`src/rtl/tmds_pkg.sv`:
```
// Constants and helpers shared by the TMDS channel encoder stages.
package tmds_pkg;

    localparam logic [9:0] CTRL_SYM_0 = 10'h354;
    localparam logic [9:0] CTRL_SYM_1 = 10'h0AB;
    localparam logic [9:0] CTRL_SYM_2 = 10'h154;
    localparam logic [9:0] CTRL_SYM_3 = 10'h2AB;

    // Which of the three DC-balancing rules applies to an active symbol.
    typedef enum logic [1:0] {
        ENC_BAL  = 2'd0,
        ENC_INV  = 2'd1,
        ENC_PASS = 2'd2
    } enc_case_e;

    function automatic logic [3:0] ones8(input logic [7:0] v);
        logic [3:0] n;
        n = '0;
        for (int i = 0; i < 8; i++) begin
            n = n + {3'b000, v[i]};
        end
        return n;
    endfunction

    function automatic logic [9:0] ctrl_symbol(input logic [1:0] ctl);
        logic [9:0] sym;
        case (ctl)
            2'b00:   sym = CTRL_SYM_0;
            2'b01:   sym = CTRL_SYM_1;
            2'b10:   sym = CTRL_SYM_2;
            default: sym = CTRL_SYM_3;
        endcase
        return sym;
    endfunction

endpackage

```
`src/rtl/tmds_channel_encoder_if.sv`:
```
// Pixel-side bundle of one TMDS channel: video/control in, symbol and disparity out.
interface tmds_channel_encoder_if #(
    parameter int PIX_W = 8,
    parameter int CNT_W = 5
);
    logic [PIX_W-1:0]        i_pix;
    logic                    i_de;
    logic [1:0]              i_ctl;
    logic [9:0]              o_tx_word;
    logic signed [CNT_W-1:0] o_disparity;

    modport master (
        output i_pix, i_de, i_ctl,
        input  o_tx_word, o_disparity
    );

    modport slave (
        input  i_pix, i_de, i_ctl,
        output o_tx_word, o_disparity
    );
endinterface

```
`src/rtl/tmds_qm_stage.sv`:
```
// First encoder stage: replicate the pixel to 8 bits, apply XOR/XNOR transition
// minimisation and register q_m with its ones count and the delayed de/ctl.
module tmds_qm_stage
    import tmds_pkg::*;
#(
    parameter int PIX_W = 8
) (
    input  logic             i_clk,
    input  logic             i_rst,
    input  logic [PIX_W-1:0] i_pix,
    input  logic             i_de,
    input  logic [1:0]       i_ctl,
    output logic [8:0]       o_qm,
    output logic [3:0]       o_n1,
    output logic             o_de,
    output logic [1:0]       o_ctl
);

    logic [7:0] d;
    logic [3:0] n1d;
    logic       use_xnor;
    logic [8:0] qm_d, qm_q;
    logic [3:0] n1_q;
    logic       de_q;
    logic [1:0] ctl_q;

    // MSB-first replication so a 1-bit pixel becomes 0x00 / 0xFF.
    for (genvar gi = 0; gi < 8; gi++) begin : g_expand
        assign d[7-gi] = i_pix[PIX_W-1-(gi % PIX_W)];
    end

    assign n1d      = ones8(d);
    assign use_xnor = (n1d > 4'd4) || ((n1d == 4'd4) && !d[0]);

    always_comb begin
        qm_d    = '0;
        qm_d[0] = d[0];
        for (int i = 1; i < 8; i++) begin
            qm_d[i] = use_xnor ? ~(qm_d[i-1] ^ d[i]) : (qm_d[i-1] ^ d[i]);
        end
        qm_d[8] = ~use_xnor;
    end

    always_ff @(posedge i_clk or posedge i_rst) begin
        if (i_rst) begin
            qm_q  <= '0;
            n1_q  <= '0;
            de_q  <= 1'b0;
            ctl_q <= '0;
        end else begin
            qm_q  <= qm_d;
            n1_q  <= ones8(qm_d[7:0]);
            de_q  <= i_de;
            ctl_q <= i_ctl;
        end
    end

    assign o_qm  = qm_q;
    assign o_n1  = n1_q;
    assign o_de  = de_q;
    assign o_ctl = ctl_q;

endmodule

```
`src/rtl/tmds_channel_encoder.sv`:
```
// DVI TMDS 8b/10b encoder for one channel: transition minimisation stage followed
// by a DC-balancing stage that tracks signed running disparity.
module tmds_channel_encoder
    import tmds_pkg::*;
#(
    parameter int PIX_W = 8,
    parameter int CNT_W = 5
) (
    input  logic                  i_clk,
    input  logic                  i_rst,
    tmds_channel_encoder_if.slave bus
);

    localparam logic signed [CNT_W-1:0] ZERO = '0;
    localparam logic signed [CNT_W-1:0] TWO  = CNT_W'(2);

    logic [8:0] qm;
    logic [3:0] n1;
    logic       de_s1;
    logic [1:0] ctl_s1;

    tmds_qm_stage #(
        .PIX_W (PIX_W)
    ) u_qm_stage (
        .i_clk (i_clk),
        .i_rst (i_rst),
        .i_pix (bus.i_pix),
        .i_de  (bus.i_de),
        .i_ctl (bus.i_ctl),
        .o_qm  (qm),
        .o_n1  (n1),
        .o_de  (de_s1),
        .o_ctl (ctl_s1)
    );

    logic [9:0]              word_d, word_q;
    logic signed [CNT_W-1:0] cnt_d, cnt_q;
    logic signed [CNT_W-1:0] ones_minus_zeros;
    enc_case_e               enc_sel;

    // N1 - N0 = 2*N1 - 8
    assign ones_minus_zeros = $signed(CNT_W'({n1, 1'b0})) - $signed(CNT_W'(8));

    always_comb begin
        if ((cnt_q == ZERO) || (n1 == 4'd4)) begin
            enc_sel = ENC_BAL;
        end else if ((!cnt_q[CNT_W-1] && (n1 > 4'd4)) ||
                     ( cnt_q[CNT_W-1] && (n1 < 4'd4))) begin
            enc_sel = ENC_INV;
        end else begin
            enc_sel = ENC_PASS;
        end
    end

    always_comb begin
        word_d = word_q;
        cnt_d  = cnt_q;
        if (!de_s1) begin
            word_d = ctrl_symbol(ctl_s1);
            cnt_d  = ZERO;
        end else begin
            case (enc_sel)
                ENC_BAL: begin
                    word_d = {~qm[8], qm[8], qm[8] ? qm[7:0] : ~qm[7:0]};
                    cnt_d  = qm[8] ? (cnt_q + ones_minus_zeros) : (cnt_q - ones_minus_zeros);
                end
                ENC_INV: begin
                    word_d = {1'b1, qm[8], ~qm[7:0]};
                    cnt_d  = cnt_q + (qm[8] ? TWO : ZERO) - ones_minus_zeros;
                end
                ENC_PASS: begin
                    word_d = {1'b0, qm[8], qm[7:0]};
                    cnt_d  = cnt_q - (qm[8] ? ZERO : TWO) + ones_minus_zeros;
                end
                default: begin
                    word_d = word_q;
                    cnt_d  = cnt_q;
                end
            endcase
        end
    end

    always_ff @(posedge i_clk or posedge i_rst) begin
        if (i_rst) begin
            word_q <= '0;
            cnt_q  <= ZERO;
        end else begin
            word_q <= word_d;
            cnt_q  <= cnt_d;
        end
    end

    assign bus.o_tx_word   = word_q;
    assign bus.o_disparity = cnt_q;

endmodule

```
`src/flat_wrapper.sv`:
```
// flat-port wrapper written by rule: the top's interface ports become plain ports
module tmds_channel_encoder_flat import tmds_pkg::*;
#(
    parameter int PIX_W = 8,
    parameter int CNT_W = 5
)
  (i_clk, i_rst, bus_i_pix, bus_i_de, bus_i_ctl, bus_o_tx_word, bus_o_disparity);
  tmds_channel_encoder_if #(.PIX_W(PIX_W), .CNT_W(CNT_W)) bus_i ();
  input  logic i_clk;
  input  logic i_rst;
  input wire logic [$bits(bus_i.i_pix)-1:0] bus_i_pix;
  input wire logic [$bits(bus_i.i_de)-1:0] bus_i_de;
  input wire logic [$bits(bus_i.i_ctl)-1:0] bus_i_ctl;
  output wire logic [$bits(bus_i.o_tx_word)-1:0] bus_o_tx_word;
  output wire logic [$bits(bus_i.o_disparity)-1:0] bus_o_disparity;
  assign bus_i.i_pix = bus_i_pix;
  assign bus_i.i_de = bus_i_de;
  assign bus_i.i_ctl = bus_i_ctl;
  assign bus_o_tx_word = bus_i.o_tx_word;
  assign bus_o_disparity = bus_i.o_disparity;
  tmds_channel_encoder #(.PIX_W(PIX_W), .CNT_W(CNT_W)) u_core (.i_clk(i_clk), .i_rst(i_rst), .bus(bus_i));
endmodule
```
`config.mk`:
```
export PLATFORM = sky130hd
export DESIGN_NAME = tmds_channel_encoder_flat
export DESIGN_NICKNAME = d
export VERILOG_FILES = /design/src/rtl/tmds_pkg.sv /design/src/rtl/tmds_channel_encoder_if.sv /design/src/rtl/tmds_qm_stage.sv /design/src/rtl/tmds_channel_encoder.sv /design/src/flat_wrapper.sv
export SDC_FILE = /design/constraint.sdc
export NUM_CORES = 1
export LEC_CHECK = 0
export BUFFER_PORTS_ARGS = -buffer_cell sky130_fd_sc_hd__buf_4
export CAP_MARGIN = 0
export CELL_PAD_IN_SITES_DETAIL_PLACEMENT = 1
export CELL_PAD_IN_SITES_GLOBAL_PLACEMENT = 1
export CORE_MARGIN = 2
export CORE_UTILIZATION = 52
export CTS_BUF_LIST = sky130_fd_sc_hd__clkbuf_4 sky130_fd_sc_hd__clkbuf_8
export DETAILED_ROUTE_END_ITERATION = 12
export GPL_ROUTABILITY_DRIVEN = 1
export GPL_TIMING_DRIVEN = 0
export PLACE_DENSITY = 0.87
export SLEW_MARGIN = 10
export SYNTH_ARGS = -nofsm -noshare
export SYNTH_HDL_FRONTEND = slang
export SYNTH_HIERARCHICAL = 1
export SYNTH_SLANG_ARGS = --single-unit
```
`constraint.sdc`:
```
create_clock -name i_clk -period 4 [get_ports i_clk]
set_clock_uncertainty 0.15 [all_clocks]
set_input_delay 0.2 -clock i_clk [delete_from_list [all_inputs] [get_ports i_clk]]
set_output_delay 0.2 -clock i_clk [all_outputs]
set_load 0.005 [all_outputs]
```
==> Yosys cells after proc, flatten, opt, wreduce, memory -nomap -nowiden <==
Cells that the tools add are included.
{ "op_classes": {"addsub": 21, "muxes": 18, "bitwise_logic": 17, "magnitude_cmp": 3, "eq_ne": 7, "reduce_logical": 11} }
{ "ops": {"columns": ["cell", "count"], "rows": [
  ["one-hot mux 10 bit (3 select lines)", 2],
  ["adder 4 x 1 -> 4 bit", 8],
  ["adder 5 bit", 3],
  ["one-hot mux 5 bit (3 select lines)", 1],
  ["subtractor 5 bit", 3],
  ["2-to-1 mux 10 bit", 1],
  ["2-to-1 mux 5 bit", 2],
  ["NOT 1 bit", 9],
  ["adder 3 x 1 -> 4 bit", 2],
  ["== test 4 x 3 -> 1 bit (second input constant)", 2],
  ["greater-than comparator 4 x 3 -> 1 bit (second input constant)", 2],
  ["2-to-1 mux 2 bit", 4],
  ["2-to-1 mux 8 bit", 1],
  ["NOT 8 bit", 1],
  ["2-to-1 mux 1 bit", 7],
  ["bitwise XOR 1 bit", 7],
  ["adder 2 x 1 -> 3 bit", 2],
  ["zero test 5 bit", 1],
  ["subtractor 5 bit (second input constant)", 1],
  ["adder 1 x 1 -> 2 bit", 2],
  ["== test 2 x 1 -> 1 bit (second input constant)", 2],
  ["== test 2 bit (second input constant)", 2],
  ["zero test 2 bit", 2],
  ["less-than comparator 4 x 3 -> 1 bit (second input constant)", 1],
  ["other kinds (4)", 9]
]} }
{ "totals": {"in_bits": 13, "output_inout_bits": 15, "elab_cells": 83, "regBits": 31} }

==> Longest topological paths before layout <==
Gate-level depths: netlist of run 1.
{ "logic_depth": {"depth_word": 30, "ltp_mapped": 15, "ltp_nobuf": 15} }

==> Hierarchy <==
Netlist of run 1, hierarchy kept.
{ "by_module_without_submodules": {"columns": ["module", "cells_each", "area_per_inst_um2", "instances"], "rows": [
  ["tmds_channel_encoder", 127, 1272.5, 1],
  ["tmds_qm_stage", 61, 894.6, 1]
]} }

==> Least setup slack after synthesis of run 1 <==
Ideal clock, no wire load.
{ "synth_path": {"path_kind": "input-to-reg", "from": "in bus_i_pix[2]", "to": "reg u_core.u_qm_stage.n1_q[2] (netlist: u_core/u_qm_stage/o_n1[2])", "path_stages": 15, "setup_ns": 0.123, "t_arrival_ns": 5.085, "path_slack_ns": -1.357, "n_path_buf": 0, "required_ns": 3.727, "path_cell_list": "fa_1 > fa_1 > fa_1 > fa_1 > or3b_2 > a22oi_2 > xor2_1 > fa_1 > xnor2_1 > ha_1 > fa_1 > ha_1 > inv_1 > fa_1 > xnor2_1"} }
{ "synth_via": {"elab_chain_cells": 29} }
{ "synth_lines": {"columns": ["element", "line_no", "rtl"], "rows": [
  ["from (decl)", "flat_wrapper.sv:11", "input wire logic [$bits(bus_i.i_pix)-1:0] bus_i_pix;"],
  ["parallel branches: the longest is 28 deep, another holds adder 3 x 1 -> 4 bit", null, null],
  ["adder 4 x 1 -> 4 bit (*)", "tmds_pkg.sv:20", "n = n + {3'b000, v[i]};"],
  ["to (signal assigned)", "tmds_qm_stage.sv:52", "n1_q <= ones8(qm_d[7:0]);"],
  ["to (decl)", "tmds_qm_stage.sv:23", "logic [3:0] n1_q;"]
]} }
Mark *: on every way between the ends.
A chain may end at the register's enable or synchronous reset.

==> Final worst setup path of run 1 <==
{ "layout_path": {"from": "in bus_i_pix[2]", "to": "reg u_core.u_qm_stage.n1_q[1] (netlist: u_core/u_qm_stage/o_n1[1])"} }
Same word-level chain as after synthesis.

==> impl_metrics.prom, run 1 <==
# TYPE chip_impl_metric gauge
chip_impl_metric{name="remaining_drc_errors",unit=""} 0
chip_impl_metric{name="yosysWarnings",unit=""} 6
chip_impl_metric{name="maxCapViolations",unit=""} 0
chip_impl_metric{name="grt_max_degree",unit=""} 17
chip_impl_metric{name="antenna_cells",unit=""} 0
chip_impl_metric{name="worst-r2r-cell-count",unit=""} 9
chip_impl_metric{name="final_setup_fails",unit=""} 4
chip_impl_info{name="setup_repair_after_global_routing_missed_its_margin",value="yes"} 1
chip_impl_metric{name="critical_path_required",unit="ns"} 4.03
chip_impl_metric{name="start_util",unit="%"} 54.2
chip_impl_metric{name="hold_ws",unit="ns"} 0.168
chip_impl_metric{name="place.port_buffers",unit=""} 27
chip_impl_metric{name="routed-via-count",unit=""} 1537
chip_impl_metric{name="filler_instances",unit=""} 415
chip_impl_metric{name="syn_area",unit="µm²"} 2170
chip_impl_metric{name="tritoncts_num_sinks",unit=""} 31
chip_impl_metric{name="num-nets-final",unit=""} 284
chip_impl_metric{name="antenna_left",unit=""} 0
chip_impl_metric{name="number_of_max_slew_violations_in_the_final_report",unit=""} 0
chip_impl_metric{name="synth_nets",unit=""} 239
chip_impl_metric{name="place_congestion",unit=""} 0.804
chip_impl_metric{name="htree_levels",unit=""} 2
chip_impl_metric{name="number_of_antenna_violations_at_the_first_check_in_global_routing",unit=""} 0
chip_impl_metric{name="dpl_cell_area",unit="µm²"} 2450
chip_impl_info{name="hold_path_class",value="in -> reg"} 1
chip_impl_metric{name="transition_time_at_the_pin_with_the_least_slew_margin",unit="ns"} 0.628
chip_impl_metric{name="worst_setup_hold_path_clk_slew",unit="ns"} 0.06
chip_impl_metric{name="mapped_cells",unit=""} 188
chip_impl_metric{name="period_minus_slack",unit="ns"} 5.30
chip_impl_metric{name="path_max_fanout",unit=""} 4
chip_impl_metric{name="timing.max_slew.rel_slack",unit="%"} 58.1
chip_impl_metric{name="maxClockFrequency",unit="MHz"} 189
chip_impl_metric{name="clk_latency",unit="ns"} 0.29
chip_impl_metric{name="placed_cells_incl_taps",unit=""} 265
chip_impl_metric{name="drtPass1Iterations",unit=""} 4
chip_impl_metric{name="cp_data_arrival_time",unit="ns"} 5.33
chip_impl_metric{name="report.final.hold_viol_count",unit=""} 0
chip_impl_metric{name="totalWireLength",unit="mm"} 5.66
chip_impl_metric{name="hold_depth",unit=""} 3
chip_impl_metric{name="grt.total_usage",unit="%"} 27.6
chip_impl_metric{name="place.detailed.hpwl",unit="mm"} 4.02
chip_impl_metric{name="syn_avg_cell_area",unit="µm²"} 11.5
chip_impl_metric{name="die_w",unit="µm"} 68.6
chip_impl_info{name="tritoncts",value="built"} 1
chip_impl_metric{name="setup_slack",unit="ns"} -1.30
chip_impl_metric{name="wire_length_of_the_first_global_routing_pass",unit="mm"} 8.85
chip_impl_metric{name="post_layout_nonfiller_instances",unit=""} 283
chip_impl_info{name="cts_root_buffer",value="clkbuf_8"} 1
chip_impl_metric{name="postSynthRegisterBits",unit=""} 31
chip_impl_metric{name="wl_per_cell",unit="µm"} 20.0
chip_impl_metric{name="area_occupied_by_multi_input_gates",unit="µm²"} 1330
chip_impl_metric{name="placeable_core_area",unit="µm²"} 4000
chip_impl_metric{name="timing.final.crit_share",unit="%"} 133
chip_impl_metric{name="final_area",unit="µm²"} 2690
chip_impl_metric{name="avgViaCountPerCell",unit=""} 5.43
chip_impl_info{name="run_status",value="finished, violations left"} 1
chip_impl_metric{name="regArea",unit="µm²"} 776
chip_impl_metric{name="drt-initial-drc-count",unit=""} 61
chip_impl_info{name="violated_checks",value="negative setup slack"} 1
chip_impl_metric{name="top_level_ports",unit=""} 28
chip_impl_metric{name="share_of_cells_above_drive_strength_1",unit="%"} 25.8
chip_impl_info{name="criticalPathCategory",value="in -> reg"} 1
chip_impl_info{name="worst_setup_path_start_kind",value="primary input"} 1
chip_impl_metric{name="syn_to_final_growth",unit="%"} 24.2
chip_impl_metric{name="first_global_vias",unit=""} 1770
chip_impl_metric{name="chipHeight",unit="µm"} 68.6
chip_impl_metric{name="core.rowCount",unit=""} 23
chip_impl_metric{name="dp_worst_setup_slack",unit="ns"} -1.66
chip_impl_metric{name="synth.lib_cells_used.distinct",unit=""} 40
chip_impl_metric{name="remaining_global_route_overflow",unit=""} 0
chip_impl_metric{name="design.die.area",unit="µm²"} 4700
chip_impl_metric{name="numCtsBuffers",unit=""} 5
chip_impl_metric{name="max-clock-path-buffers",unit=""} 2
chip_impl_info{name="category_of_the_worst_setup_path_capture_point",value="register"} 1
chip_impl_metric{name="synth.yosys.seq_area_share",unit="%"} 35.8
==> timing repair <==
action,in CTS,in global routing
cloned,0,0
endpoints found under the setup margin,4,4
setup buffers,4,2
pin swaps,4,2
resized for setup,7,4
hold buffers,5,0
hold endpoints to repair,35,0
==> Yosys cell counts, drive strengths merged <==
| library cell | instances | share of area [%] |
|---|---|---|
| a211o | 1 | 0.40 |
| a211oi | 3 | 1.0 |
| a21boi | 1 | 0.35 |
| a21o | 4 | 1.4 |
| a21oi | 12 | 2.9 |
| a22oi | 1 | 0.58 |
| a31oi | 1 | 0.29 |
| a32o | 2 | 0.98 |
| and2 | 1 | 0.29 |
| and3b | 1 | 0.40 |
| buf | 2 | 0.52 |
| clkbuf | 1 | 0.17 |
| dfrtp | 31 | 36 |
| fa | 12 | 11 |
| ha | 26 | 15 |
| inv | 28 | 4.8 |
| mux2 | 1 | 0.52 |
| mux2i | 2 | 1.5 |
| nand2 | 5 | 0.87 |
| nand2b | 1 | 0.29 |
| nand3b | 1 | 0.35 |
| nor2 | 4 | 0.69 |
| nor2b | 2 | 0.58 |
| nor3 | 4 | 0.92 |
| nor3b | 2 | 0.69 |
| o211a | 2 | 0.92 |
| o21ai | 2 | 0.46 |
| o21ba | 1 | 0.46 |
| o21bai | 1 | 0.35 |
| or3 | 1 | 0.29 |
| or3b | 1 | 0.40 |
| xnor2 | 22 | 8.9 |
| xnor3 | 3 | 3.2 |
| xor2 | 6 | 2.4 |
==> stage by stage <==
step / setup TNS (ns) / util (%)
2_1_floorplan: -4.24 / -
3_3_place_gp: -5.47 / 61.2
3_5_place_dp: -5.81 / 61.2
4_1_cts: -3.88 / 66.3
5_1_grt: -4.99 / 67.3
6_report: -4.43 / 67.3
==> worst paths after layout <==
check / start / end / slack [ns]
max reg2reg: u_core/u_qm_stage/o_qm[8] / u_core/bus.o_disparity[4] / 0.88
max in group asynchronous: i_rst / u_core/u_qm_stage/o_n1[2] / 2.84
max: bus_i_pix[2] / u_core/u_qm_stage/o_n1[1] / -1.30
min in group asynchronous: i_rst / u_core/bus.o_tx_word[4] / 0.44
min: bus_i_pix[3] / u_core/u_qm_stage/o_qm[4] / 0.17
min reg2reg: u_core/bus.o_disparity[0] / u_core/bus.o_disparity[0] / 0.38
==> registers in the layout (all words and copies together), names as in the netlist <==
signal and count:
u_core/u_qm_stage/o_de 1, u_core/bus.o_disparity 5, u_core/u_qm_stage/o_ctl 2, u_core/bus.o_tx_word 10
u_core/u_qm_stage/o_qm 9, u_core/u_qm_stage/o_n1 4
==> metal layers <==
metal / global-route usage (%) / wire [µm] / vias up
met5: 0 / 0 / -
met4: 14.0 / 200 / 0
met3: 6.01 / 181 / 13
met2: 49.0 / 3000 / 44
met1: 31.0 / 2290 / 780
li1: - / - / 700
==> critical path, stage by stage <==
cell and delay, ns:
buf_8 0.10, fa_1 0.56, fa_1 0.46, fa_2 0.37
fa_1 0.44, or3b_4 0.40, a22oi_2 0.33, xor2_1 0.24
fa_2 0.51, xnor2_2 0.15, ha_1 0.30, fa_2 0.55
ha_4 0.14, inv_2 0.03, fa_1 0.50, inv_1 0.04
==> layout by cell type, fill, tap and decap left out, types with 2 or more instances in the layout <==
master          n
buf_4          31
dfrtp_1        31
inv_1          27
ha_1           24
xnor2_1        21
a21oi_1        10
fa_1            9
clkbuf_8        6
dlygate4sd3_1   5
xor2_1          5
nand2_1         5
nor3_1          4
nor2_1          4
a211oi_1        3
a21o_1          3
fa_2            3
buf_6           2
o21ai_0         2
nor3b_1         2
nor2b_1         2
o211a_1         2
xnor3_2         2
ha_4            2
==> logic make-up (layout without fill, tap and decap cells) <==
group / after synthesis / in the layout / synth area share (%)
adders and majority gates: 38 / 38 / 26.1
AOI/OAI and AO/OA: 31 / 31 / 10.2
xor gates and xnor gates: 31 / 31 / 14.5
DFF: 31 / 31 / 35.8
buffers and inverters: 31 / 76 / 5.54
and+or+nand+nor: 23 / 23 / 5.77
muxes: 3 / 3 / 2.02
==> area by class of cell <==
| cell class | count | area share, % |
|---|---|---|
| Tap cell | 50 | 2.32 |
| Multi-Input combinational cell | 126 | 49.5 |
| Sequential cell | 31 | 28.8 |
| Inverter | 28 | 3.91 |
| Clock inverter | 1 | 0.186 |
| Timing Repair Buffer | 38 | 11.6 |
| Clock buffer | 6 | 3.07 |
| Buffer | 3 | 0.558 |
Power of run 1 is not shown: default switching activity piles up to over one toggle a cycle in this logic, so the estimate is an artifact.
==> inputs of run 2 (changes only) <==
ABC_CLOCK_PERIOD_IN_PS = 4000   (was not set)
PLACE_DENSITY = 0.95   (was 0.87)
SKIP_CTS_REPAIR_TIMING = 1   (was not set)
==> run 2 against run 1 <==
Effect of this change:
- first-iteration DRC count rose by 140%
- sequential cell count did not move
- highest routed layer unchanged
- fmax fell by 2.4%
- final cell count fell by 0.71%
- the run still ends with negative setup slack left
- sequential share of layout area rose by 0.55 points
- cell area fell by 1.9%
- register-to-register slack improved by 0.17 ns
- wire length rose by 14%
- die area did not move
==> impl_metrics.prom, run 2 (synthesis results as in run 1) <==
# TYPE chip_impl_metric gauge
chip_impl_metric{name="max-clock-path-buffers",unit=""} 2
chip_impl_metric{name="timing.max_slew.rel_slack",unit="%"} 57.5
chip_impl_info{name="tritoncts",value="built"} 1
chip_impl_metric{name="place_congestion",unit=""} 0.773
chip_impl_metric{name="num-nets-final",unit=""} 281
chip_impl_metric{name="antenna_left",unit=""} 0
chip_impl_info{name="worst_setup_path_start_kind",value="primary input"} 1
chip_impl_metric{name="drtPass1Iterations",unit=""} 4
chip_impl_metric{name="report.final.hold_viol_count",unit=""} 0
chip_impl_metric{name="number_of_antenna_violations_at_the_first_check_in_global_routing",unit=""} 0
chip_impl_metric{name="routed-via-count",unit=""} 1602
chip_impl_info{name="cts_root_buffer",value="clkbuf_8"} 1
chip_impl_metric{name="totalWireLength",unit="mm"} 6.43
chip_impl_metric{name="top_level_ports",unit=""} 28
chip_impl_metric{name="setup_total_negative_slack",unit="ns"} -4.93
chip_impl_metric{name="maxClockFrequency",unit="MHz"} 184
chip_impl_info{name="hp-start",value="bus_i_pix[3]"} 1
chip_impl_metric{name="timing.final.crit_share",unit="%"} 136
chip_impl_metric{name="chipHeight",unit="µm"} 68.6
chip_impl_metric{name="wire_length_of_the_first_global_routing_pass",unit="mm"} 8.49
chip_impl_metric{name="htree_levels",unit=""} 2
chip_impl_metric{name="number_of_max_slew_violations_in_the_final_report",unit=""} 0
chip_impl_metric{name="numCtsBuffers",unit=""} 5
chip_impl_info{name="mostFrequentLayoutCell",value="dfrtp_1"} 1
chip_impl_metric{name="drt-initial-drc-count",unit=""} 146
chip_impl_metric{name="start_util",unit="%"} 54.2
chip_impl_info{name="worst_hold_path.endpoint",value="u_core/u_qm_stage/o_qm[4]"} 1
chip_impl_metric{name="share_of_cells_above_drive_strength_1",unit="%"} 22.9
chip_impl_metric{name="dp_worst_setup_slack",unit="ns"} -1.81
chip_impl_metric{name="critical_path_required",unit="ns"} 4.03
chip_impl_info{name="category_of_the_worst_setup_path_capture_point",value="register"} 1
chip_impl_metric{name="regToRegSetupSlack",unit="ns"} 1.05
chip_impl_metric{name="largest_register_ffs",unit=""} 10
chip_impl_metric{name="core.rowCount",unit=""} 23
chip_impl_metric{name="grt_max_degree",unit=""} 17
chip_impl_metric{name="remaining_drc_errors",unit=""} 0
chip_impl_metric{name="wl_per_cell",unit="µm"} 22.9
chip_impl_metric{name="hold_depth",unit=""} 3
chip_impl_metric{name="maxCapViolations",unit=""} 0
chip_impl_info{name="run_status",value="finished, violations left"} 1
chip_impl_metric{name="clk_latency",unit="ns"} 0.28
chip_impl_metric{name="design.die.area",unit="µm²"} 4700
chip_impl_metric{name="remaining_global_route_overflow",unit=""} 0
chip_impl_info{name="timing.rr.start",value="u_core/u_qm_stage/o_n1[0]"} 1
chip_impl_metric{name="cp_data_arrival_time",unit="ns"} 5.46
chip_impl_metric{name="filler_instances",unit=""} 395
chip_impl_metric{name="placeable_core_area",unit="µm²"} 4000
chip_impl_info{name="rr_endpoint",value="u_core/bus.o_disparity[4]"} 1
chip_impl_metric{name="place.port_buffers",unit=""} 27
chip_impl_metric{name="syn_to_final_growth",unit="%"} 21.9
chip_impl_info{name="criticalPathCategory",value="in -> reg"} 1
chip_impl_metric{name="die_w",unit="µm"} 68.6
chip_impl_metric{name="tritoncts_num_sinks",unit=""} 31
chip_impl_info{name="violated_checks",value="negative setup slack"} 1
chip_impl_metric{name="post_layout_nonfiller_instances",unit=""} 281
chip_impl_metric{name="placed_cells_incl_taps",unit=""} 265
chip_impl_metric{name="worst-r2r-cell-count",unit=""} 9
chip_impl_info{name="setup_repair_after_global_routing_missed_its_margin",value="yes"} 1
chip_impl_info{name="layout.cells.most_common_list",value="dfrtp_1, buf_4, inv_1"} 1
chip_impl_metric{name="setup_slack",unit="ns"} -1.43
chip_impl_metric{name="path_max_fanout",unit=""} 3
chip_impl_metric{name="final_setup_fails",unit=""} 4
chip_impl_metric{name="place.detailed.hpwl",unit="mm"} 4.30
chip_impl_metric{name="transition_time_at_the_pin_with_the_least_slew_margin",unit="ns"} 0.637
chip_impl_metric{name="first_global_vias",unit=""} 1662
chip_impl_metric{name="antenna_cells",unit=""} 0
chip_impl_metric{name="avgViaCountPerCell",unit=""} 5.70
chip_impl_metric{name="grt.total_usage",unit="%"} 26.3
chip_impl_metric{name="worst_setup_hold_path_clk_slew",unit="ns"} 0.07
chip_impl_info{name="hold_path_class",value="in -> reg"} 1
chip_impl_metric{name="post-route-util",unit="%"} 66.0
chip_impl_metric{name="period_minus_slack",unit="ns"} 5.43
-- run 2: changes by cell type in the layout (fill, tap and decap cells not counted), sizes merged --
cell / previous run / this run
buf: 35 / 32
clkbuf: 7 / 8
clkinv: 1 / 0
clkinvlp: 0 / 1
-- run 2: final cells by class --
| type | count | area [µm²] | area share, % |
|---|---|---|---|
| buffer | 3 | 15.0 | 0.568 |
| clock buffer | 7 | 96.3 | 3.65 |
| clock inverter | 1 | 7.51 | 0.284 |
| inverter | 28 | 105 | 3.98 |
| multi-input combinational | 126 | 1290 | 48.9 |
| sequential | 31 | 776 | 29.4 |
| tap | 50 | 62.6 | 2.37 |
| timing repair buffer | 35 | 287 | 10.8 |
-- run 2: critical path: stages --
cell and delay, ns:
buf_8 0.10, fa_1 0.59, fa_1 0.49, fa_2 0.40, fa_1 0.49, or3b_4 0.42, a22oi_2 0.25, xor2_1 0.26
fa_1 0.48, xnor2_1 0.22, ha_1 0.30, fa_1 0.55, ha_4 0.15, inv_2 0.03, fa_1 0.48, inv_1 0.05
-- run 2: layer usage --
layer	vias to the layer above	wire [µm]	global-route usage, %
met5	-	0	0
met2	52	3440	47.2
met3	19	238	5.52
met1	833	2520	30.9
li1	698	-	-
met4	0	229	9.25
-- run 2: worst max path at each step --
stage / startpoint / endpoint
floorplan: bus_i_pix[2] / u_core/u_qm_stage/o_n1[2]
global placement: bus_i_pix[2] / u_core/u_qm_stage/o_n1[2]
detailed placement: bus_i_pix[2] / u_core/u_qm_stage/o_n1[2]
CTS: bus_i_pix[2] / u_core/u_qm_stage/o_n1[2]
global route: bus_i_pix[2] / u_core/u_qm_stage/o_n1[2]
finish: bus_i_pix[2] / u_core/u_qm_stage/o_n1[1]
-- run 2: through the flow --
step                hold slack [ns]  area (µm²)
CTS                          -0.151        2550
global route                  0.211        2640
global placement              0.134        2450
finish                        0.191        2640
detailed placement            0.158        2450
floorplan                   -0.0485        2180
Power of run 2 is left out for the same reason.
==> inputs of run 3 (changes only) <==
--- a/config.mk
+++ b/config.mk
@@ -12,3 +12,3 @@
 export CELL_PAD_IN_SITES_GLOBAL_PLACEMENT = 1
-export CORE_MARGIN = 2
+export CORE_MARGIN = 1
 export CORE_UTILIZATION = 52
==> constraint.sdc (replaced) <==
create_clock -name i_clk -period 4 [get_ports i_clk]
set_clock_uncertainty 0.15 [all_clocks]
set_input_delay 0.4 -clock i_clk [delete_from_list [all_inputs] [get_ports i_clk]]
set_output_delay 0.4 -clock i_clk [all_outputs]
set_load 0.005 [all_outputs]
==> run 3 against run 2 <==
Effect of this change:
- the flow still finishes with violations (negative setup slack)
- die area down 5.7%
- register-to-register slack better by 0.09 ns
- hold slack worse by 0.14 ns
==> impl_metrics.prom, run 3 (synthesis results as in run 1) <==
# TYPE chip_impl_metric gauge
chip_impl_metric{name="worst-r2r-cell-count",unit=""} 9
chip_impl_metric{name="timing.max_slew.rel_slack",unit="%"} 59.3
chip_impl_metric{name="critical_path_required",unit="ns"} 4.03
chip_impl_info{name="top_signal_layer_used",value="met4"} 1
chip_impl_metric{name="place.port_buffers",unit=""} 27
chip_impl_info{name="worst_setup_path_startpoint",value="bus_i_pix[2]"} 1
chip_impl_info{name="crit_path_most_repeated_cell",value="fa_1"} 1
chip_impl_metric{name="filler_instances",unit=""} 407
chip_impl_metric{name="antenna_left",unit=""} 0
chip_impl_metric{name="max-clock-path-buffers",unit=""} 2
chip_impl_metric{name="place_congestion",unit=""} 0.838
chip_impl_info{name="setup_repair_after_global_routing_missed_its_margin",value="yes"} 1
chip_impl_metric{name="timing.final.crit_share",unit="%"} 135
chip_impl_info{name="tritoncts",value="built"} 1
chip_impl_metric{name="drtPass1Iterations",unit=""} 4
chip_impl_metric{name="syn_to_final_growth",unit="%"} 20.0
chip_impl_metric{name="path_max_fanout",unit=""} 4
chip_impl_metric{name="num-nets-final",unit=""} 279
chip_impl_metric{name="dpl_cell_area",unit="µm²"} 2450
chip_impl_info{name="layout.cells.most_common_list",value="buf_4, dfrtp_1, inv_1"} 1
chip_impl_info{name="run_status",value="finished, violations left"} 1
chip_impl_metric{name="antenna_cells",unit=""} 0
chip_impl_metric{name="slowest_delay",unit="ns"} 0.58
chip_impl_metric{name="number_of_max_slew_violations_in_the_final_report",unit=""} 0
chip_impl_metric{name="maxCapViolations",unit=""} 0
chip_impl_info{name="rr_endpoint",value="u_core/bus.o_disparity[4]"} 1
chip_impl_info{name="worst_setup_path_endpoint",value="u_core/u_qm_stage/o_n1[2]"} 1
chip_impl_metric{name="remaining_global_route_overflow",unit=""} 0
chip_impl_info{name="critical_path_cell_sequence",value="buf_6 -> fa_1 -> fa_1 -> fa_2 -> fa_1 -> or3b_4 -> a22oi_2 -> buf_6 -> xor2_2 -> fa_1 -> xnor2_1 -> ha_1 -> fa_2 -> ha_4 -> inv_2 -> fa_1 -> xnor2_1"} 1
chip_impl_metric{name="report.final.hold_viol_count",unit=""} 0
chip_impl_metric{name="numCtsBuffers",unit=""} 5
chip_impl_metric{name="final_area",unit="µm²"} 2600
chip_impl_metric{name="htree_levels",unit=""} 2
chip_impl_metric{name="start_util",unit="%"} 54.2
chip_impl_info{name="violated_checks",value="negative setup slack"} 1
chip_impl_metric{name="number_of_antenna_violations_at_the_first_check_in_global_routing",unit=""} 0
chip_impl_info{name="cts_root_buffer",value="clkbuf_8"} 1
chip_impl_info{name="worst_setup_path_start_kind",value="primary input"} 1
chip_impl_metric{name="totalWireLength",unit="mm"} 5.18
chip_impl_metric{name="remaining_drc_errors",unit=""} 0
chip_impl_info{name="criticalPathCategory",value="in -> reg"} 1
chip_impl_metric{name="placeable_core_area",unit="µm²"} 4000
chip_impl_metric{name="wire_length_of_the_first_global_routing_pass",unit="mm"} 8.03
chip_impl_metric{name="routed-via-count",unit=""} 1492
chip_impl_metric{name="grt_max_degree",unit=""} 17
chip_impl_metric{name="die_w",unit="µm"} 66.6
chip_impl_metric{name="worst_setup_hold_path_clk_slew",unit="ns"} 0.06
chip_impl_metric{name="chipHeight",unit="µm"} 66.6
chip_impl_metric{name="m1WireLength",unit="mm"} 2.08
chip_impl_info{name="hold_path_class",value="in -> async"} 1
chip_impl_metric{name="share_of_cells_above_drive_strength_1",unit="%"} 24.7
chip_impl_metric{name="cp_data_arrival_time",unit="ns"} 5.45
chip_impl_metric{name="top_level_ports",unit=""} 28
chip_impl_metric{name="grt.total_usage",unit="%"} 25.8
chip_impl_metric{name="core.rowCount",unit=""} 23
chip_impl_metric{name="design.die.area",unit="µm²"} 4430
chip_impl_metric{name="route.met2.wl",unit="mm"} 2.77
chip_impl_metric{name="regToRegSetupSlack",unit="ns"} 1.14
chip_impl_metric{name="period_minus_slack",unit="ns"} 5.41
chip_impl_metric{name="maxClockFrequency",unit="MHz"} 185
chip_impl_info{name="category_of_the_worst_setup_path_capture_point",value="register"} 1
chip_impl_metric{name="drt-initial-drc-count",unit=""} 69
chip_impl_metric{name="setup_slack",unit="ns"} -1.41
chip_impl_metric{name="transition_time_at_the_pin_with_the_least_slew_margin",unit="ns"} 0.610
chip_impl_metric{name="final_setup_fails",unit=""} 4
chip_impl_metric{name="met3_wirelength",unit="µm"} 168
chip_impl_info{name="timing.critical_path.slowest_stage_cell",value="fa_2"} 1
chip_impl_info{name="timing.rr.start",value="u_core/u_qm_stage/o_qm[8]"} 1
chip_impl_metric{name="tritoncts_num_sinks",unit=""} 31
chip_impl_metric{name="place.detailed.hpwl",unit="mm"} 4.12
chip_impl_metric{name="wl_per_cell",unit="µm"} 18.7
chip_impl_metric{name="clk_latency",unit="ns"} 0.27
chip_impl_metric{name="first_global_vias",unit=""} 1622
chip_impl_metric{name="avgViaCountPerCell",unit=""} 5.39
chip_impl_metric{name="largest_register_ffs",unit=""} 10
-- run 3: area by class of cell --
cell class	count	area, µm²	area share, %
Sequential cell	31	776	29.8
Clock buffer	6	76.3	2.94
Tap cell	50	62.6	2.41
Timing Repair Buffer	33	259	9.96
Multi-Input combinational cell	126	1310	50.2
Buffer	3	15.0	0.577
Inverter	28	105	4.04
-- run 3: metal layers --
metal,track usage [%],vias up
met3,4.28,14
met1,30.1,752
met4,12.0,0
met2,45.6,37
met5,0,-
li1,-,689
-- run 3: stage by stage --
stage / setup WS (ns) / std cells / setup TNS (ns) / utilization [%] / hold slack (ns)
CTS: -1.64 / 271 / -5.72 / 63.2 / 0.0654
detailed placement: -1.93 / 265 / -6.86 / 61.2 / 0.361
global placement: -1.77 / 265 / -6.25 / 61.2 / 0.336
floorplan: -1.46 / 188 / -5.04 / - / 0.151
finish: -1.41 / 277 / -4.74 / 65.0 / 0.0524
global route: -1.54 / 277 / -5.26 / 65.0 / 0.0793
-- run 3: how the worst min path moves through the flow --
stage | end | start | slack (ns) | cells after the start
floorplan | u_core/bus.o_disparity[0] | i_rst | 0.15 | 1
global placement | u_core/u_qm_stage/o_ctl[0] | i_rst | 0.34 | 2
detailed placement | u_core/u_qm_stage/o_qm[1] | i_rst | 0.36 | 2
CTS | u_core/u_qm_stage/o_qm[5] | i_rst | 0.07 | 2
global route | u_core/u_qm_stage/o_ctl[1] | bus_i_ctl[1] | 0.08 | 1
finish | u_core/u_qm_stage/o_qm[4] | i_rst | 0.05 | 2
-- run 3: worst max-delay path, delay by kind of cell --
kind	cells	cell delay (ns)
and+or+nand+nor	1	0.40
adders and majority gates	9	3.68
xor gates and xnor gates	3	0.51
buffers and inverters	3	0.29
AOI/OAI and AO/OA	1	0.19
Power of run 3 is left out for the same reason.
